**src/rtl/anti_theft_pkg.sv**
```systemverilog
// rtl/anti_theft_pkg.sv - shared interval codes and scheduler state type
package anti_theft_pkg;

    localparam logic [1:0] INT_ARM    = 2'b00;
    localparam logic [1:0] INT_DRIVER = 2'b01;
    localparam logic [1:0] INT_PASS   = 2'b10;
    localparam logic [1:0] INT_ALARM  = 2'b11;

    typedef enum logic [2:0] {
        IDLE,
        LOAD,
        START,
        GUARD,
        WAIT
    } sched_state_t;

endpackage

```
**src/rtl/fixed_prio_pick.sv**
```systemverilog
// rtl/fixed_prio_pick.sv - lowest-index-first one-hot picker with index output
module fixed_prio_pick #(
    parameter int N     = 4,
    parameter int IDX_W = (N > 1) ? $clog2(N) : 1
) (
    input  logic [N-1:0]     req,
    output logic [N-1:0]     onehot,
    output logic [IDX_W-1:0] idx,
    output logic             any
);

    // Scan from the top down so the lowest set index is the last one written.
    always_comb begin
        onehot = '0;
        idx    = '0;
        any    = |req;
        for (int i = N - 1; i >= 0; i--) begin
            if (req[i]) begin
                onehot    = '0;
                onehot[i] = 1'b1;
                idx       = IDX_W'(i);
            end
        end
    end

endmodule

```
**src/rtl/timer_scheduler.sv**
```systemverilog
// rtl/timer_scheduler.sv - shares one countdown timer among N_REQ fixed-priority requesters
// Optional PREEMPT_EN: a lower-index request aborts the running owner while in WAIT.
module timer_scheduler
    import anti_theft_pkg::*;
#(
    parameter int N_REQ       = 4,
    parameter int TIMEOUT_CYC = 0,
    parameter int TO_W        = 24
) (
    input  logic                 clock,
    input  logic                 reset,
    input  logic [N_REQ-1:0]     req,
    input  logic [2*N_REQ-1:0]   req_interval,
    input  logic                 expired,
    output logic [1:0]           interval,
    output logic                 start_timer,
    output logic [N_REQ-1:0]     grant,
    output logic [N_REQ-1:0]     done,
    output logic [N_REQ-1:0]     abort,
    output logic                 busy
);

    localparam int IDX_W = (N_REQ > 1) ? $clog2(N_REQ) : 1;
    localparam bit WD_EN = (TIMEOUT_CYC > 0);
    localparam logic [TO_W-1:0] TO_LAST = WD_EN ? TO_W'(TIMEOUT_CYC - 1) : '0;

    sched_state_t      state, state_nxt;
    logic [TO_W-1:0]   wd_cnt;
    logic [N_REQ-1:0]  pick_in, pick_onehot;
    logic [IDX_W-1:0]  pick_idx;
    logic              pick_any;
    logic              load_new, start_nxt, timeout_hit;
    logic [N_REQ-1:0]  done_nxt, abort_nxt;

    // Outside WAIT the picker arbitrates all requests; in WAIT it only sees
    // requesters of higher priority than the owner (grant - 1 masks them).
`ifdef PREEMPT_EN
    assign pick_in = (state == WAIT) ? (req & (grant - N_REQ'(1))) : req;
`else
    assign pick_in = req;
`endif

    fixed_prio_pick #(.N(N_REQ), .IDX_W(IDX_W)) u_pick (
        .req    (pick_in),
        .onehot (pick_onehot),
        .idx    (pick_idx),
        .any    (pick_any)
    );

    assign timeout_hit = WD_EN && (wd_cnt == TO_LAST);
    assign busy        = (state != IDLE);

    always_comb begin
        state_nxt = state;
        load_new  = 1'b0;
        start_nxt = 1'b0;
        done_nxt  = '0;
        abort_nxt = '0;
        case (state)
            IDLE: begin
                if (pick_any) begin
                    load_new  = 1'b1;
                    state_nxt = LOAD;
                end
            end
            LOAD:  state_nxt = START;
            START: begin
                start_nxt = 1'b1;
                state_nxt = GUARD;
            end
            GUARD: state_nxt = WAIT;
            WAIT: begin
                if (expired) begin
                    done_nxt  = grant;
                    state_nxt = IDLE;
                end else if (!(|(req & grant))) begin
                    state_nxt = IDLE;
`ifdef PREEMPT_EN
                end else if (pick_any) begin
                    abort_nxt = grant;
                    load_new  = 1'b1;
                    state_nxt = LOAD;
`endif
                end else if (timeout_hit) begin
                    abort_nxt = grant;
                    state_nxt = IDLE;
                end
            end
            default: state_nxt = IDLE;
        endcase
    end

    always_ff @(posedge clock) begin
        if (reset) begin
            state       <= IDLE;
            grant       <= '0;
            interval    <= INT_ARM;
            start_timer <= 1'b0;
            done        <= '0;
            abort       <= '0;
            wd_cnt      <= '0;
        end else begin
            state       <= state_nxt;
            start_timer <= start_nxt;
            done        <= done_nxt;
            abort       <= abort_nxt;
            if (load_new) begin
                grant    <= pick_onehot;
                interval <= req_interval[2*int'(pick_idx) +: 2];
            end else if (state_nxt == IDLE) begin
                grant    <= '0;
            end
            // Counts consecutive WAIT cycles; any exit (including preemption) restarts at 0.
            if (state == WAIT && state_nxt == WAIT) begin
                wd_cnt <= wd_cnt + TO_W'(1);
            end else begin
                wd_cnt <= '0;
            end
        end
    end

endmodule
```
**config.mk**
```make
export PLATFORM = sky130hd
export DESIGN_NAME = timer_scheduler
export DESIGN_NICKNAME = d
export VERILOG_FILES = /design/src/rtl/anti_theft_pkg.sv /design/src/rtl/fixed_prio_pick.sv /design/src/rtl/timer_scheduler.sv
export SDC_FILE = /design/constraint.sdc
export NUM_CORES = 1
export LEC_CHECK = 0
export BUFFER_PORTS_ARGS = -buffer_cell sky130_fd_sc_hd__buf_4
export CAP_MARGIN = 25
export CORE_UTILIZATION = 34
export DETAILED_ROUTE_END_ITERATION = 10
export HOLD_SLACK_MARGIN = 0.02
export REMOVE_ABC_BUFFERS = 1
export SYNTH_ARGS = -nofsm -noshare
export SYNTH_HDL_FRONTEND = slang
export SYNTH_SLANG_ARGS = --single-unit
export TNS_END_PERCENT = 100
```
**constraint.sdc**
```tcl
create_clock -name clock -period 2.7 [get_ports clock]
set_input_delay 0.54 -clock clock [delete_from_list [all_inputs] [get_ports clock]]
set_output_delay 0.54 -clock clock [all_outputs]
set_load 0.05 [all_outputs]
```
---- Word level (Yosys, flattened, before mapping) ----
Index checks and enable logic that the tools add are counted.
storage, ports and cells
  bits of input ports ..................... 15
  output and inout port bits .............. 16
  logic and storage cells ................. 37
  register bits ........................... 14
operators by class
  shift-type cells ........................ 1
  eq/ne operators ......................... 4
  muxes and demuxes ....................... 17
  reductions and logical operators ........ 7
  bitwise logic cells ..................... 3
operators by type and width
  cell                  number
  $mux W4               6
  $pmux W3 S5           1
  $mux W3               3
  $mux W2               4
  $reduce_or A4 Y1      2
  $shiftx A8 B4 Y2      1
  $eq A3 B2 Y1 const B  2
  $logic_not A3 Y1      2
  $and A4 B4 Y4         1
  $eq A3 B1 Y1 const B  1
  $eq A3 B3 Y1 const B  1
  $mux W1               3
  $reduce_bool A3 Y1    1
  $reduce_or A3 Y1      1
  $not A1 Y1            2
  $reduce_bool A2 Y1    1

---- Logic depth before layout (Yosys ltp) ----
  depth in word-level cells ............... 8
  gate-level depth with buffers ........... 5
  depth with buffers taken out ............ 4

---- By module ----
A second synthesis with hierarchy kept.
second synthesis, totals
  cells, all modules ...................... 76
  area, all modules ....................... 755.7 um2
modules (own cells, without submodules)
  module           sequential area each (um2)  area each (um2)  cells each  instances
  timer_scheduler  280.3                       696.9            66          1
  fixed_prio_pick  0.0                         58.8             10          1

---- Worst setup path before layout ----
Ideal clock, no wire load.
  path kind ............................... reg-to-output
  start point ............................. register state[1]
  end point ............................... output busy
  arrival ................................. 1.011 ns
  setup slack ............................. 1.149 ns
  cell stages (with the launch flop) ...... 4
  data required time ...................... 2.160 ns
  path buffers ............................ 1
  cells stage by stage .................... dfxtp_1 > buf_6 > nor3_1 > inv_1
on the way
  word-level cells in the longest chain between the ends .. 1
ends and longest elaborated chain
  element                 line                    text
  from (decl)             timer_scheduler.sv:27   sched_state_t state, state_nxt;
  from (signal assigned)  timer_scheduler.sv:103  state <= state_nxt;
  $reduce_bool A3 Y1      timer_scheduler.sv:51   assign busy = (state != IDLE);
  to (decl)               timer_scheduler.sv:20   output logic busy
No other way between the ends.

---- Worst setup path after layout ----
Ends and elaborated chain as after synthesis.

==> summary.md <==
| Metric | Value |
|---|---|
| Peak Freq | `520.2 MHz` |
| Max-slew violations | `0` |
| Initial antenna violation count | `0` |
| Fin. Hold Viols | `0` |
| Reg clk slew, reported paths | `0.08 ns` |
| Grt ovf | `0` |
| Worst IR drop on VDD | `0.3119 mV` |
| Sw Pwr | `0.0001803 W` |
| Vias | `644` |
| NumNets Final | `121` |
| Starting Density | `0.3624` |
| Setup Skew | `0.001526 ns` |
| Antenna viol nets, final | `0` |
| CP Capture Type | `primary output` |
| # Max-Cap Violations | `0` |
| Comb pwr share | `0.274` |
| CP Data Arrival Time | `1.38 ns` |
| GP Congestion | `0.7233` |
| Sequential share of power | `0.445` |
| Minimum clock period | `1.922 ns` |
| Ports | `31` |
| Vias in the first global route | `524` |
| Port-buffer cells | `26` |
| Yosys top cell by area | `dfxtp_1` |
| Tot GR Track Use | `0.1358` |
| Final setup viols | `0` |
| Critical path's top delay family | `flip-flops` |
| Yosys Warn Count | `0` |
| Netlist cell types | `31` |
| Layout cell share with drive strength beyond 1 | `0.3238` |
| Area grow syn2layout | `28.75%` |
| Slowest-stage cell, CP | `dfxtp_1` |
| Clock power frac | `0.281` |
| Hold-fix buffers, CTS | `0` |
| H-tree depth | `1` |
| CTS buffer count | `3` |
| Dpl hpwl | `1.109 mm` |
| Vias per cell | `4.879` |
| Largest net degree at the start of global routing | `11` |
| Critical path required time | `2.16 ns` |
| Unrepaired setup endpoints after global routing | `false` |
| CP bufs+invs | `2` |
| Seq/Total Area, Yosys | `0.3902` |
| Worst hold path type | `in2reg` |
| Die Area | `2300 um2` |
| Clk buf depth | `2` |
| Leakage | `0.4061 nW` |
| Synth top area share | `0.3902` |
| Status | `complete, no violations` |
| Critical Path, Cell by Cell | `nor3_1 > inv_1 > buf_4` |
| DIE HEIGHT | `47.96 um` |
| Startpoint Class | `register` |
| Clock Tree Root | `clkbuf_4` |
| DRC | `0` |
| Final period utilization | `0.7119` |
| Syn Area/Cell | `8.867 um2` |
| CTS tree | `done` |
| Skew-Pair Late Insertion Delay | `0.28 ns` |
| Initial DRC count | `16` |
| Setup_tns | `0 ns` |
| Max incr delay on CP | `0.40 ns` |
| Least-Margin Pin Slew | `0.6363 ns` |
| Post-CTS Resized | `0` |
| Sinks on Clock Net | `14` |
| Final wirelength | `1.418 mm` |
| Crit Path Category | `reg2out` |
| Drt first pass iters | `4` |
| FF+latch count, synth | `14` |
| First-pass GRT wire length | `2.152 mm` |
| Mapped Area | `718.2 um2` |
| CP max FO | `7` |
| Post-CTS setup buffers | `0` |
| Post-Synthesis Cells | `81` |
| Std cell rows | `16` |
| Total power | `0.0005333 W` |
| Top cells by area, synth | `dfxtp_1 39%, buf_4 5.2%, inv_1 5.2%, o211ai_1 5.2%, and3_1 3.5%` |
| Commonest non-fill, non-tap cell in the layout | `buf_4` |
| Commonest non-fill, non-tap cells in the layout | `26 x buf_4, 14 x dfxtp_1, 10 x inv_1` |
| Sw frac | `0.3381` |
| Power Dens Cells | `576.7 nW/um2` |
| Slew headroom | `0.5719` |
| P_int | `0.0003530 W` |
| Routed wire per std cell | `10.74 um` |
| Core area | `1982 um2` |
| # diodes | `0` |
| Chip Width | `47.96 um` |
## logic make-up after synthesis
group	synth area share
buf+inv	0.1498
xor+xnor	0.01220
compound gates	0.2126
simple gates	0.2300
flops	0.3902
other cells	0.005221
## cells in the mapped netlist
cell,n
a2111oi_0,1
a21o_1,1
a21oi_1,3
a22o_1,2
a311oi_1,2
a31oi_1,1
and3_1,4
buf_2,2
buf_4,5
buf_6,2
conb_1,1
dfxtp_1,14
inv_1,10
nand2_1,2
nand2b_1,1
nand3_1,5
nand3b_1,1
nand4_1,2
nor2_1,3
nor3_1,2
nor4_1,3
nor4b_4,1
o211ai_1,5
o211ai_2,1
o21ai_0,1
o2bb2ai_1,1
o311ai_0,1
o31ai_1,1
or2_2,1
or4_4,1
xnor2_1,1
## final timing paths
kind / from / endpoint / slack, ns / cells after the start
setup / recovery: state[1] / busy / 0.78 / 3
hold / removal: reset / interval[0] / 0.50 / 2
setup reg to reg: state[1] / grant[2] / 1.34 / 3
hold reg to reg: interval[0] / interval[0] / 0.52 / 2
## layer usage
layer	wire length (um)	share of wire	up-vias	track usage
met5	0	0	-	0
met2	647	0.46	26	0.2189
met3	67	0.047	2	0.03396
li1	-	-	336	-
met1	688	0.49	280	0.1674
met4	14	0.0099	0	0.06667
## layout make-up
| class | instances | area, um2 |
|---|---|---|
| fillers | 194 | 1057 |
| multi-input cells | 51 | 341.6 |
| flip-flops and latches | 14 | 280.3 |
| repair buffers | 26 | 195.2 |
| inverters | 10 | 37.54 |
| clock buffers | 4 | 36.28 |
| well taps | 27 | 33.78 |
## per-stage QoR
| step | hold slack, ns | util | setup slack [ns] | cells | cell area, um2 |
|---|---|---|---|---|---|
| final | 0.5031 | 0.4665 | 0.7778 | 132 | 924.6 |
| after global routing | 0.4996 | 0.4665 | 0.6690 | 132 | 924.6 |
| after CTS | 0.4950 | 0.4665 | 0.7765 | 132 | 924.6 |
| after detailed placement | 0.5151 | 0.4482 | 1.107 | 128 | 888.4 |
| after global placement | 0.5204 | 0.4482 | 1.113 | 128 | 888.4 |
| after floorplan | 0.5213 | - | 1.180 | 75 | 659.4 |
## power groups by stage
| stage | combinational [W] | clock [W] | sequential [W] |
|---|---|---|---|
| after CTS | 0.000147 | 0.000155 | 0.000237 |
| after floorplan | 0.0000644 | 0 | 0.000271 |
| after global routing | 0.000156 | 0.000166 | 0.000240 |
| after detailed placement | 0.000146 | 0 | 0.000242 |
| after global placement | 0.000147 | 0 | 0.000241 |
| final | 0.000146 | 0.000150 | 0.000237 |
## state kept, by name (all words and copies together) (netlist names)
signal       flops
start_timer      1
grant            4
interval         2
state            3
done             4
No activity file was read; power rests on OpenSTA's default activity.
